<file path="src/rtl/nibble_rev_tx_if.sv">
// Word handshake plus nibble strobe bundle for nibble_rev_tx.
// The slave side is the transmitter; the master side is whatever feeds it and watches the strobes.
interface nibble_rev_tx_if;
  logic        i_valid;
  logic        o_ready;
  logic [15:0] i_data;
  logic        o_en;
  logic [3:0]  o_a;
  logic        o_busy;
  logic        o_done;

  modport master (
    output i_valid,
    output i_data,
    input  o_ready,
    input  o_en,
    input  o_a,
    input  o_busy,
    input  o_done
  );

  modport slave (
    input  i_valid,
    input  i_data,
    output o_ready,
    output o_en,
    output o_a,
    output o_busy,
    output o_done
  );
endinterface

</file>
<file path="src/rtl/nibble_rev_tx.sv">
// Serialises an accepted 16-bit word as four bit-reversed nibble strobes,
// with an optional idle gap between strobes and a done pulse on the last one.
module nibble_rev_tx #(
  parameter int unsigned GAP       = 0,
  parameter bit          LSN_FIRST = 1'b1
) (
  input  logic             i_clk,
  input  logic             i_rst,
  nibble_rev_tx_if.slave   bus
);

  typedef enum logic [1:0] {
    IDLE = 2'd0,
    SEND = 2'd1,
    WAIT = 2'd2
  } state_t;

  localparam logic [2:0] GAP_L = 3'(GAP);

  state_t      state_q;
  logic [1:0]  idx_q;
  logic [2:0]  gap_q;
  logic [15:0] data_q;
  logic        en_q;
  logic [3:0]  a_q;
  logic        done_q;
  logic        busy_q;
  logic [1:0]  idx_d;

  // Pick nibble k in transmit order and mirror its bits.
  function automatic logic [3:0] nib_rev(input logic [15:0] w, input logic [1:0] k);
    logic [3:0] n;
    if (LSN_FIRST) begin
      n = w[{k, 2'b00} +: 4];
    end else begin
      n = w[(4'd12 - {k, 2'b00}) +: 4];
    end
    return {n[0], n[1], n[2], n[3]};
  endfunction

  assign idx_d = idx_q + 2'd1;

  // Sequencer: state, index, gap count, captured word and all strobe outputs.
  always_ff @(posedge i_clk) begin
    if (i_rst) begin
      state_q <= IDLE;
      idx_q   <= 2'd0;
      gap_q   <= 3'd0;
      data_q  <= 16'd0;
      en_q    <= 1'b0;
      a_q     <= 4'd0;
      done_q  <= 1'b0;
      busy_q  <= 1'b0;
    end else begin
      case (state_q)
        IDLE: begin
          en_q   <= 1'b0;
          done_q <= 1'b0;
          busy_q <= 1'b0;
          if (bus.i_valid) begin
            data_q  <= bus.i_data;
            idx_q   <= 2'd0;
            state_q <= SEND;
            en_q    <= 1'b1;
            a_q     <= nib_rev(bus.i_data, 2'd0);
            busy_q  <= 1'b1;
          end else begin
            state_q <= IDLE;
          end
        end
        SEND: begin
          if (idx_q == 2'd3) begin
            state_q <= IDLE;
            en_q    <= 1'b0;
            done_q  <= 1'b0;
            busy_q  <= 1'b0;
          end else if (GAP_L == 3'd0) begin
            state_q <= SEND;
            idx_q   <= idx_d;
            en_q    <= 1'b1;
            a_q     <= nib_rev(data_q, idx_d);
            done_q  <= (idx_d == 2'd3);
          end else begin
            // Counter preloaded with GAP-1 so WAIT spans exactly GAP cycles.
            state_q <= WAIT;
            gap_q   <= GAP_L - 3'd1;
            en_q    <= 1'b0;
            done_q  <= 1'b0;
          end
        end
        WAIT: begin
          if (gap_q == 3'd0) begin
            state_q <= SEND;
            idx_q   <= idx_d;
            en_q    <= 1'b1;
            a_q     <= nib_rev(data_q, idx_d);
            done_q  <= (idx_d == 2'd3);
          end else begin
            gap_q   <= gap_q - 3'd1;
          end
        end
        default: begin
          state_q <= IDLE;
          idx_q   <= 2'd0;
          gap_q   <= 3'd0;
          en_q    <= 1'b0;
          done_q  <= 1'b0;
          busy_q  <= 1'b0;
        end
      endcase
    end
  end

  assign bus.o_ready = (state_q == IDLE);
  assign bus.o_en    = en_q;
  assign bus.o_a     = a_q;
  assign bus.o_done  = done_q;
  assign bus.o_busy  = busy_q;

endmodule

</file>
<file path="src/flat_wrapper.sv">
// flat-port wrapper written by rule: the top's interface ports become plain ports
module nibble_rev_tx_flat 
#(
  parameter int unsigned GAP       = 0,
  parameter bit          LSN_FIRST = 1'b1
)
  (i_clk, i_rst, bus_i_valid, bus_i_data, bus_o_ready, bus_o_en, bus_o_a, bus_o_busy, bus_o_done);
  nibble_rev_tx_if bus_i ();
  input  logic i_clk;
  input  logic i_rst;
  input wire logic [$bits(bus_i.i_valid)-1:0] bus_i_valid;
  input wire logic [$bits(bus_i.i_data)-1:0] bus_i_data;
  output wire logic [$bits(bus_i.o_ready)-1:0] bus_o_ready;
  output wire logic [$bits(bus_i.o_en)-1:0] bus_o_en;
  output wire logic [$bits(bus_i.o_a)-1:0] bus_o_a;
  output wire logic [$bits(bus_i.o_busy)-1:0] bus_o_busy;
  output wire logic [$bits(bus_i.o_done)-1:0] bus_o_done;
  assign bus_i.i_valid = bus_i_valid;
  assign bus_i.i_data = bus_i_data;
  assign bus_o_ready = bus_i.o_ready;
  assign bus_o_en = bus_i.o_en;
  assign bus_o_a = bus_i.o_a;
  assign bus_o_busy = bus_i.o_busy;
  assign bus_o_done = bus_i.o_done;
  nibble_rev_tx #(.GAP(GAP), .LSN_FIRST(LSN_FIRST)) u_core (.i_clk(i_clk), .i_rst(i_rst), .bus(bus_i));
endmodule
</file>
<file path="config.mk">
export PLATFORM = sky130hd
export DESIGN_NAME = nibble_rev_tx_flat
export DESIGN_NICKNAME = d
export VERILOG_FILES = /design/src/rtl/nibble_rev_tx_if.sv /design/src/rtl/nibble_rev_tx.sv /design/src/flat_wrapper.sv
export SDC_FILE = /design/constraint.sdc
export NUM_CORES = 1
export LEC_CHECK = 0
export ABC_AREA = 1
export CAP_MARGIN = 15
export CORE_UTILIZATION = 51
export CTS_CLUSTER_SIZE = 20
export DETAILED_ROUTE_END_ITERATION = 7
export PLACE_DENSITY = 0.83
export SETUP_SLACK_MARGIN = 0.4
export SKIP_CTS_REPAIR_TIMING = 1
export SYNTH_ARGS = -nofsm -noshare
export SYNTH_HDL_FRONTEND = slang
export SYNTH_SLANG_ARGS = --single-unit
</file>
<file path="constraint.sdc">
create_clock -name i_clk -period 3.8 [get_ports i_clk]
set_clock_uncertainty 0.2 [all_clocks]
set_input_delay 0.76 -clock i_clk [delete_from_list [all_inputs] [get_ports i_clk]]
set_output_delay 0.76 -clock i_clk [all_outputs]
set_load 0.005 [all_outputs]
</file>
==> summary.md, run 1 <==
| Metric | Value |
|---|---|
| Status | `finished, violations left` |
| Violated checks | `design-rule violations` |
| IO Port Bufs | `26` |
| Crit path from | `u_core.state_q[0]` |
| Antenna cells | `0` |
| Vias in the first global route | `962` |
| Clk pin slew, worst setup/hold paths | `0.13 ns` |
| Die span in x | `48.9 um` |
| Final setup fails | `0` |
| All-layer global routing usage | `0.212` |
| Worst hold path type | `reg2reg` |
| R2R Path Start | `u_core.idx_q[0]` |
| Post-synthesis register bit count | `25` |
| WS Path Type | `reg2out` |
| Site Rows | `16` |
| Syn. warnings | `0` |
| Clock sinks | `25` |
| Largest net degree at the start of global routing | `21` |
| DPL Wire Length | `1.68 mm` |
| Via density | `5.13` |
| Top cell type's share of synthesized area | `0.446` |
| Post-Syn Instances | `148` |
| GR met3 Demand/Resource | `0.0280` |
| Fin Hold WS | `0.282 ns` |
| Mapped Avg Cell Area | `7.58 um2` |
| Worst r2r dst | `u_core.bus.o_a[3]` |
| Initial Util | `0.555` |
| Crit path max fanout | `8` |
| Nets | `196` |
| First-pass GRT wire length | `3.96 mm` |
| Setup TNS | `0 ns` |
| Setup Slack @ Placement | `1.49 ns` |
| Die height | `48.9 um` |
| Ratio of cells with drive above 1 in the final layout | `0.116` |
| CTS tree | `yes` |
| Most common cell after layout, fill and taps aside | `nand2_1` |
| Initial antenna violation count | `0` |
| GP Congestion | `0.803` |
| Leak | `0.587 nW` |
| Startpoint types | `flip-flop` |
| H-tree levels | `1` |
| Maximum VDD drop | `208 uV` |
| DRT Pass-1 Iters | `6` |
| Fmax | `0.419 GHz` |
| ANT nets after route | `0` |
| Synth area leaders | `dfxtp_1, nand2_1, nor2_1` |
| Clock buffer depth | `2` |
| GRT busiest layer | `met2` |
| CORE AREA | `2020 um2` |
| CP endpoint | `bus_o_ready` |
| Final WL | `2.29 mm` |
| Met1 usage | `0.244` |
| Hold Vio Cnt, Final | `0` |
| Final worst path period need | `2.39 ns` |
| Grt ovf | `0` |
| Yosys top cell by area | `dfxtp_1` |
| DR iter-0 viols | `16` |
| Reg2Reg Setup Slack | `1.77 ns` |
| Root Buffer | `clkbuf_4` |
| Commonest non-fill, non-tap cells in the layout | `nand2_1, clkdlybuf4s50_1, nor2_1, dfxtp_1, o21ai_1` |
| M2 GR Usage | `0.396` |
| Synth unique cells | `21` |
| Average wire per standard cell | `11.5 um` |
| Fin util | `0.696` |
| Io pins | `27` |
| Tcrit/Tclk final | `0.628` |
| PD cells | `383 nW/um2` |
| Setup ws final | `1.41 ns` |
| Routed vias | `1026` |
| Fill cell count | `190` |
| Overall die area | `2390 um2` |
| Kind of end point of the critical path | `output pin` |
| Worst-Skew Late Latency | `0.31 ns` |
| Cts bufs inserted | `3` |
| Slew margin rel. | `0.624` |
| Actual slew at the worst max-slew pin | `0.563 ns` |
| Synthesis-to-layout area growth | `25.4%` |
| Worst R2R Path Depth | `8` |
| MaxCap Viol Count | `0` |
| Syn Nets | `170` |
| Slew Limit Fails | `0` |
| RSZ-0062 raised after global routing | `false` |
| DRC viols | `1` |
| Critical Path AT | `1.43 ns` |
| Worst path required time | `2.84 ns` |
| Seq/Total Area, Yosys | `0.446` |
| Post-Syn Area | `1120 um2` |
-- power breakdown --
group	switching (mW)	leakage, nW	internal, mW	total [mW]
Sequential	0.0185	0.207	0.285	0.303
Combinational	0.0619	0.365	0.0593	0.121
Clock	0.0738	0.0150	0.0410	0.115
Total	0.154	0.587	0.385	0.539
-- cell usage after synthesis --
cell type	count
a21oi_1	6
ha_1	3
buf_6	2
nor2_2	5
o21ai_0	5
nand2_4	1
inv_1	6
nand2_1	29
dfxtp_1	25
o211ai_2	1
inv_2	4
or2_1	2
nand3_1	10
buf_2	1
a21oi_2	3
o21ai_1	15
nand2_8	1
nand2_2	1
clkbuf_1	2
nor2_1	25
inv_6	1
-- flip-flops by register name, indices dropped and copies added (netlist names) --
name               flops
u_core.data_q         16
u_core.bus.o_a         4
u_core.idx_q           2
u_core.bus.o_done      1
u_core.bus.o_busy      1
u_core.state_q         1
-- worst max-delay path: stages (launching register included) --
cell	delay, ns
dfxtp_1	0.54
inv_2	0.12
clkdlybuf4s50_1	0.46
-- layout make-up --
| class | count | area, um2 | share of cell area |
|---|---|---|---|
| repair buffers | 26 | 260 | 0.185 |
| flip-flops and latches | 25 | 500 | 0.356 |
| inverters | 11 | 46.3 | 0.0329 |
| well taps | 27 | 33.8 | 0.0240 |
| multi-input cells | 107 | 541 | 0.384 |
| clock buffers | 4 | 26.3 | 0.0187 |
-- layer usage --
| layer | vias to the layer above | part of all wire |
|---|---|---|
| met5 | - | 0 |
| met4 | 0 | 0.013 |
| met3 | 4 | 0.040 |
| met2 | 33 | 0.54 |
| met1 | 462 | 0.41 |
| li1 | 527 | - |
-- worst min path at each step --
stage	from	to	slack (ns)	depth (start not counted)
floorplan	u_core.data_q[0]	u_core.data_q[0]	0.25	2
global placement	u_core.data_q[0]	u_core.data_q[0]	0.26	2
detailed placement	u_core.bus.o_busy	u_core.bus.o_busy	0.27	2
CTS	u_core.bus.o_busy	u_core.bus.o_busy	0.29	2
global route	u_core.bus.o_busy	u_core.bus.o_busy	0.30	2
finish	u_core.bus.o_busy	u_core.bus.o_busy	0.28	2
-- through the flow --
| step | power [mW] | cell area (um2) | instances |
|---|---|---|---|
| floorplan | 0.381 | 1120 | 148 |
| global placement | 0.426 | 1380 | 196 |
| detailed placement | 0.430 | 1380 | 196 |
| CTS | 0.543 | 1410 | 200 |
| global route | 0.569 | 1410 | 200 |
| finish | 0.539 | 1410 | 200 |
-- cells by family after synthesis --
kind of cell / Yosys count / share of synthesized area
AND/OR/NAND/NOR: 74 / 0.298
AO/OA/AOI/OAI: 30 / 0.150
flip-flops: 25 / 0.446
buffers and inverters: 16 / 0.0725
adder cells (fa/ha/maj): 3 / 0.0334
Power figures use the tool's default switching activity.
==> inputs of run 2 (changes only) <==
- CORE_UTILIZATION: 51 -> 48
- PLACE_DENSITY: 0.83 -> 0.79
- clock period: 3.8 -> 2.3 ns (I/O delays scaled with it)
==> summary.md, run 2 (synthesis gave the netlist of run 1 again) <==
| Metric | Value |
|---|---|
| Status | `finished clean` |
| Worst path required time | `1.64 ns` |
| Fin cells | `203` |
| Tcrit/Tclk final | `0.807` |
| ANT nets after route | `0` |
| Worst path slowest cell | `clkdlybuf4s50_1` |
| Fill cell count | `200` |
| Largest net degree at the start of global routing | `21` |
| Cell family with most CP delay | `buffers and inverters` |
| Fin Hold WS | `0.296 ns` |
| Clock sinks | `25` |
| All-layer global routing usage | `0.195` |
| Worst-Skew Late Latency | `0.31 ns` |
| Fin util | `0.645` |
| Setup TNS | `0 ns` |
| Die height | `50.4 um` |
| Average wire per standard cell | `10.6 um` |
| Ratio of cells with drive above 1 in the final layout | `0.131` |
| Crit-path max cell delay | `0.51 ns` |
| Setup Slack @ Placement | `0.293 ns` |
| DPL Wire Length | `1.64 mm` |
| Initial Util | `0.507` |
| Initial antenna violation count | `0` |
| Die span in x | `50.4 um` |
| Most common cell after layout, fill and taps aside | `nand2_1` |
| Worst hold path type | `reg2reg` |
| Commonest non-fill, non-tap cells in the layout | `nand2_1, nor2_1, clkdlybuf4s50_1` |
| Cts bufs inserted | `3` |
| H-tree levels | `1` |
| Startpoint types | `flip-flop` |
| Routed vias | `1019` |
| MaxCap Viol Count | `0` |
| RSZ-0062 raised after global routing | `false` |
| GP Congestion | `0.865` |
| Leak | `0.602 nW` |
| PD cells | `624 nW/um2` |
| Crit-path cells | `clkdlybuf4s50_1` |
| Final worst path period need | `1.86 ns` |
| Slew margin rel. | `0.663` |
| Nets | `198` |
| Grt ovf | `0` |
| Dpl cells | `199` |
| Root Buffer | `clkbuf_4` |
| Fmax | `0.539 GHz` |
| CTS tree | `yes` |
| Clk pin slew, worst setup/hold paths | `0.12 ns` |
| WS Path Type | `reg2out` |
| Total power | `0.890 mW` |
| DRT Pass-1 Iters | `4` |
| Vias in the first global route | `959` |
| Critical Path AT | `1.20 ns` |
| Site Rows | `17` |
| Final setup fails | `0` |
| Final WL | `2.16 mm` |
| DRC viols | `0` |
| IO Port Bufs | `26` |
| Crit path max fanout | `3` |
| Setup ws final | `0.443 ns` |
| Clock buffer depth | `2` |
| Overall die area | `2540 um2` |
| Antenna cells | `0` |
| Hold Vio Cnt, Final | `0` |
| Kind of end point of the critical path | `output pin` |
| Synthesis-to-layout area growth | `27.2%` |
| DR iter-0 viols | `16` |
| Slew Limit Fails | `0` |
| Biggest register | `u_core.data_q` |
| Maximum VDD drop | `442 uV` |
| Final instance area | `1430 um2` |
| Via density | `5.02` |
| Worst Path Buf+Inv | `1` |
| CORE AREA | `2210 um2` |
| Actual slew at the worst max-slew pin | `0.505 ns` |
| Placement Cell Area | `1400 um2` |
| Largest register FFs | `16` |
| Io pins | `27` |
| First-pass GRT wire length | `3.79 mm` |
==> run 2: final timing paths <==
kind / from / endpoint / slack (ns) / cells after the start
worst min register to register: u_core.data_q[15] / u_core.data_q[15] / 0.30 / 2
worst min-delay path: u_core.data_q[15] / u_core.data_q[15] / 0.30 / 2
worst max register to register: u_core.idx_q[0] / u_core.bus.o_a[3] / 0.68 / 8
worst max-delay path: u_core.state_q[0] / bus_o_en / 0.44 / 1
==> run 2: power by group <==
| group | internal, mW | total (mW) | switching [mW] |
|---|---|---|---|
| sequential | 0.471 | 0.495 | 0.0235 |
| combinational | 0.101 | 0.209 | 0.107 |
| clock | 0.0677 | 0.187 | 0.119 |
| total | 0.640 | 0.890 | 0.250 |
==> run 2: area by class of cell <==
| cell class | count | area (um2) | area share |
|---|---|---|---|
| clock buffer | 4 | 26.3 | 0.0184 |
| inverter | 11 | 46.3 | 0.0324 |
| multi-input combinational | 107 | 541 | 0.379 |
| sequential | 25 | 502 | 0.351 |
| tap | 28 | 35.0 | 0.0245 |
| timing repair buffer | 28 | 278 | 0.195 |
==> run 2: layer usage <==
metal  track usage  share of wire  up-vias
met3        0.0273          0.033        5
met1         0.236           0.47      465
met5             0              0        -
li1              -              -      530
met4        0.0694          0.013        0
met2         0.347           0.48       19
==> run 2: tightest hold or removal path, cell delays in order, from the launching register on <==
cell and delay [ns]:
dfxtp_1 0.35, nor2_1 0.05, nor2_1 0.08
==> inputs of run 3 (changes only) <==
- clock period: 2.3 -> 1.74 ns (I/O delays scaled with it)
==> summary.md, run 3 (synthesis gave the netlist of run 1 again) <==
| Metric | Value |
|---|---|
| Placement Cell Area | `1440 um2` |
| Grt ovf | `0` |
| DPL Wire Length | `1.73 mm` |
| Worst path required time | `1.81 ns` |
| GP Congestion | `0.875` |
| Fill cell count | `163` |
| Actual slew at the worst max-slew pin | `0.417 ns` |
| Worst Path Buf+Inv | `2` |
| Clk pin slew, worst setup/hold paths | `0.13 ns` |
| CTS tree | `yes` |
| PD cells | `771 nW/um2` |
| Switching power | `0.408 mW` |
| Tcrit/Tclk final | `0.864` |
| Worst hold path type | `reg2reg` |
| Pint | `0.900 mW` |
| Root Buffer | `clkbuf_4` |
| Final setup fails | `0` |
| ANT nets after route | `0` |
| DR iter-0 viols | `35` |
| Largest net degree at the start of global routing | `21` |
| Cts bufs inserted | `3` |
| Antenna cells | `0` |
| Final worst path period need | `1.50 ns` |
| All-layer global routing usage | `0.213` |
| Io pins | `27` |
| Die span in x | `50.4 um` |
| Switching Fraction | `0.312` |
| Crit-path max cell delay | `0.41 ns` |
| Crit path max fanout | `5` |
| Leak | `0.736 nW` |
| Site Rows | `17` |
| Startpoint types | `flip-flop` |
| Most common cell after layout, fill and taps aside | `nand2_1` |
| Largest register FFs | `16` |
| Combinational Power Share | `0.296` |
| Via density | `5.29` |
| Status | `finished clean` |
| Total power | `1.31 mW` |
| Ratio of cells with drive above 1 in the final layout | `0.352` |
| Cell family with most CP delay | `flip-flops` |
| Hold Vio Cnt, Final | `0` |
| Top cell by count, worst path | `nand2_1` |
| Clock buffer depth | `2` |
| Flop pwr share | `0.503` |
| Maximum VDD drop | `499 uV` |
| Slew margin rel. | `0.721` |
| CORE AREA | `2210 um2` |
| H-tree levels | `1` |
| Fmax | `0.665 GHz` |
| Initial antenna violation count | `0` |
| Routed vias | `1186` |
| Initial Util | `0.507` |
| Final WL | `3.05 mm` |
| Clock sinks | `25` |
| Worst path slowest cell | `dfxtp_4` |
| Kind of end point of the critical path | `flip-flop` |
| Slew Limit Fails | `0` |
| DRC viols | `0` |
| Clock power share | `0.200` |
| Worst-Skew Late Latency | `0.32 ns` |
| MaxCap Viol Count | `0` |
| Average wire per standard cell | `13.6 um` |
| Biggest register | `u_core.data_q` |
| DRT Pass-1 Iters | `5` |
| Crit-path cells | `inv_4, ha_4, inv_4, nand3_1, nand2_1, nand2_1, nand2_1, a21oi_2` |
| Vias in the first global route | `1021` |
| IO Port Bufs | `26` |
| Synthesis-to-layout area growth | `51.2%` |
| First-pass GRT wire length | `4.06 mm` |
| Final instance area | `1700 um2` |
| WS Path Type | `reg2reg` |
| RSZ-0062 raised after global routing | `true` |
| Commonest non-fill, non-tap cells in the layout | `nand2_1, nor2_1, dfxtp_1` |
| Overall die area | `2540 um2` |
| Nets | `219` |
| Die height | `50.4 um` |
| Critical Path AT | `1.57 ns` |
==> run 3: area by class of cell <==
cell class	instances	area [um2]	share of cell area
clock buffer	4	26.3	0.0155
inverter	11	65.1	0.0383
timing repair inverter	5	38.8	0.0229
timing repair buffer	42	380	0.224
multi-input combinational	109	633	0.373
tap	28	35.0	0.0206
sequential	25	518	0.305
==> run 3: worst min-delay path: stages (launching register included) <==
cell and delay [ns]:
dfxtp_2 0.34, nand3_1 0.08, a21oi_1 0.06
==> run 3: path summary, 6_finish.rpt <==
check | start | to | slack [ns] | cells past startpoint
hold reg to reg | u_core.bus.o_busy | u_core.bus.o_busy | 0.30 | 2
hold / removal | u_core.bus.o_busy | u_core.bus.o_busy | 0.30 | 2
setup reg to reg | u_core.idx_q[0] | u_core.bus.o_a[2] | 0.24 | 8
setup / recovery | u_core.idx_q[0] | u_core.bus.o_a[2] | 0.24 | 8
==> run 3: per-stage QoR <==
step           TNS [ns]  hold WS [ns]  cells  utilization  worst slack, ns
2_1_floorplan         0         0.203    148            -            0.419
3_3_place_gp          0         0.263    202        0.649          0.00647
3_5_place_dp   -0.00465         0.271    202        0.649         -0.00424
4_1_cts          -0.455         0.288    206        0.661           -0.238
5_1_grt               0         0.325    224        0.767            0.179
6_report              0         0.304    224        0.767            0.236
==> run 3: power groups by stage <==
stage / clock network, mW / logic, mW / registers, mW
final: 0.262 / 0.387 / 0.658
after floorplan: 0 / 0.175 / 0.664
after global placement: 0 / 0.281 / 0.669
after global routing: 0.285 / 0.421 / 0.663
after detailed placement: 0 / 0.289 / 0.670
after CTS: 0.265 / 0.290 / 0.658
==> run 3: metal layers <==
| metal | track usage | vias to the layer above | wire length [um] |
|---|---|---|---|
| met4 | 0.139 | 0 | 51 |
| met3 | 0.0333 | 5 | 222 |
| li1 | - | 570 | - |
| met1 | 0.234 | 545 | 1180 |
| met5 | 0 | - | 0 |
| met2 | 0.376 | 66 | 1590 |
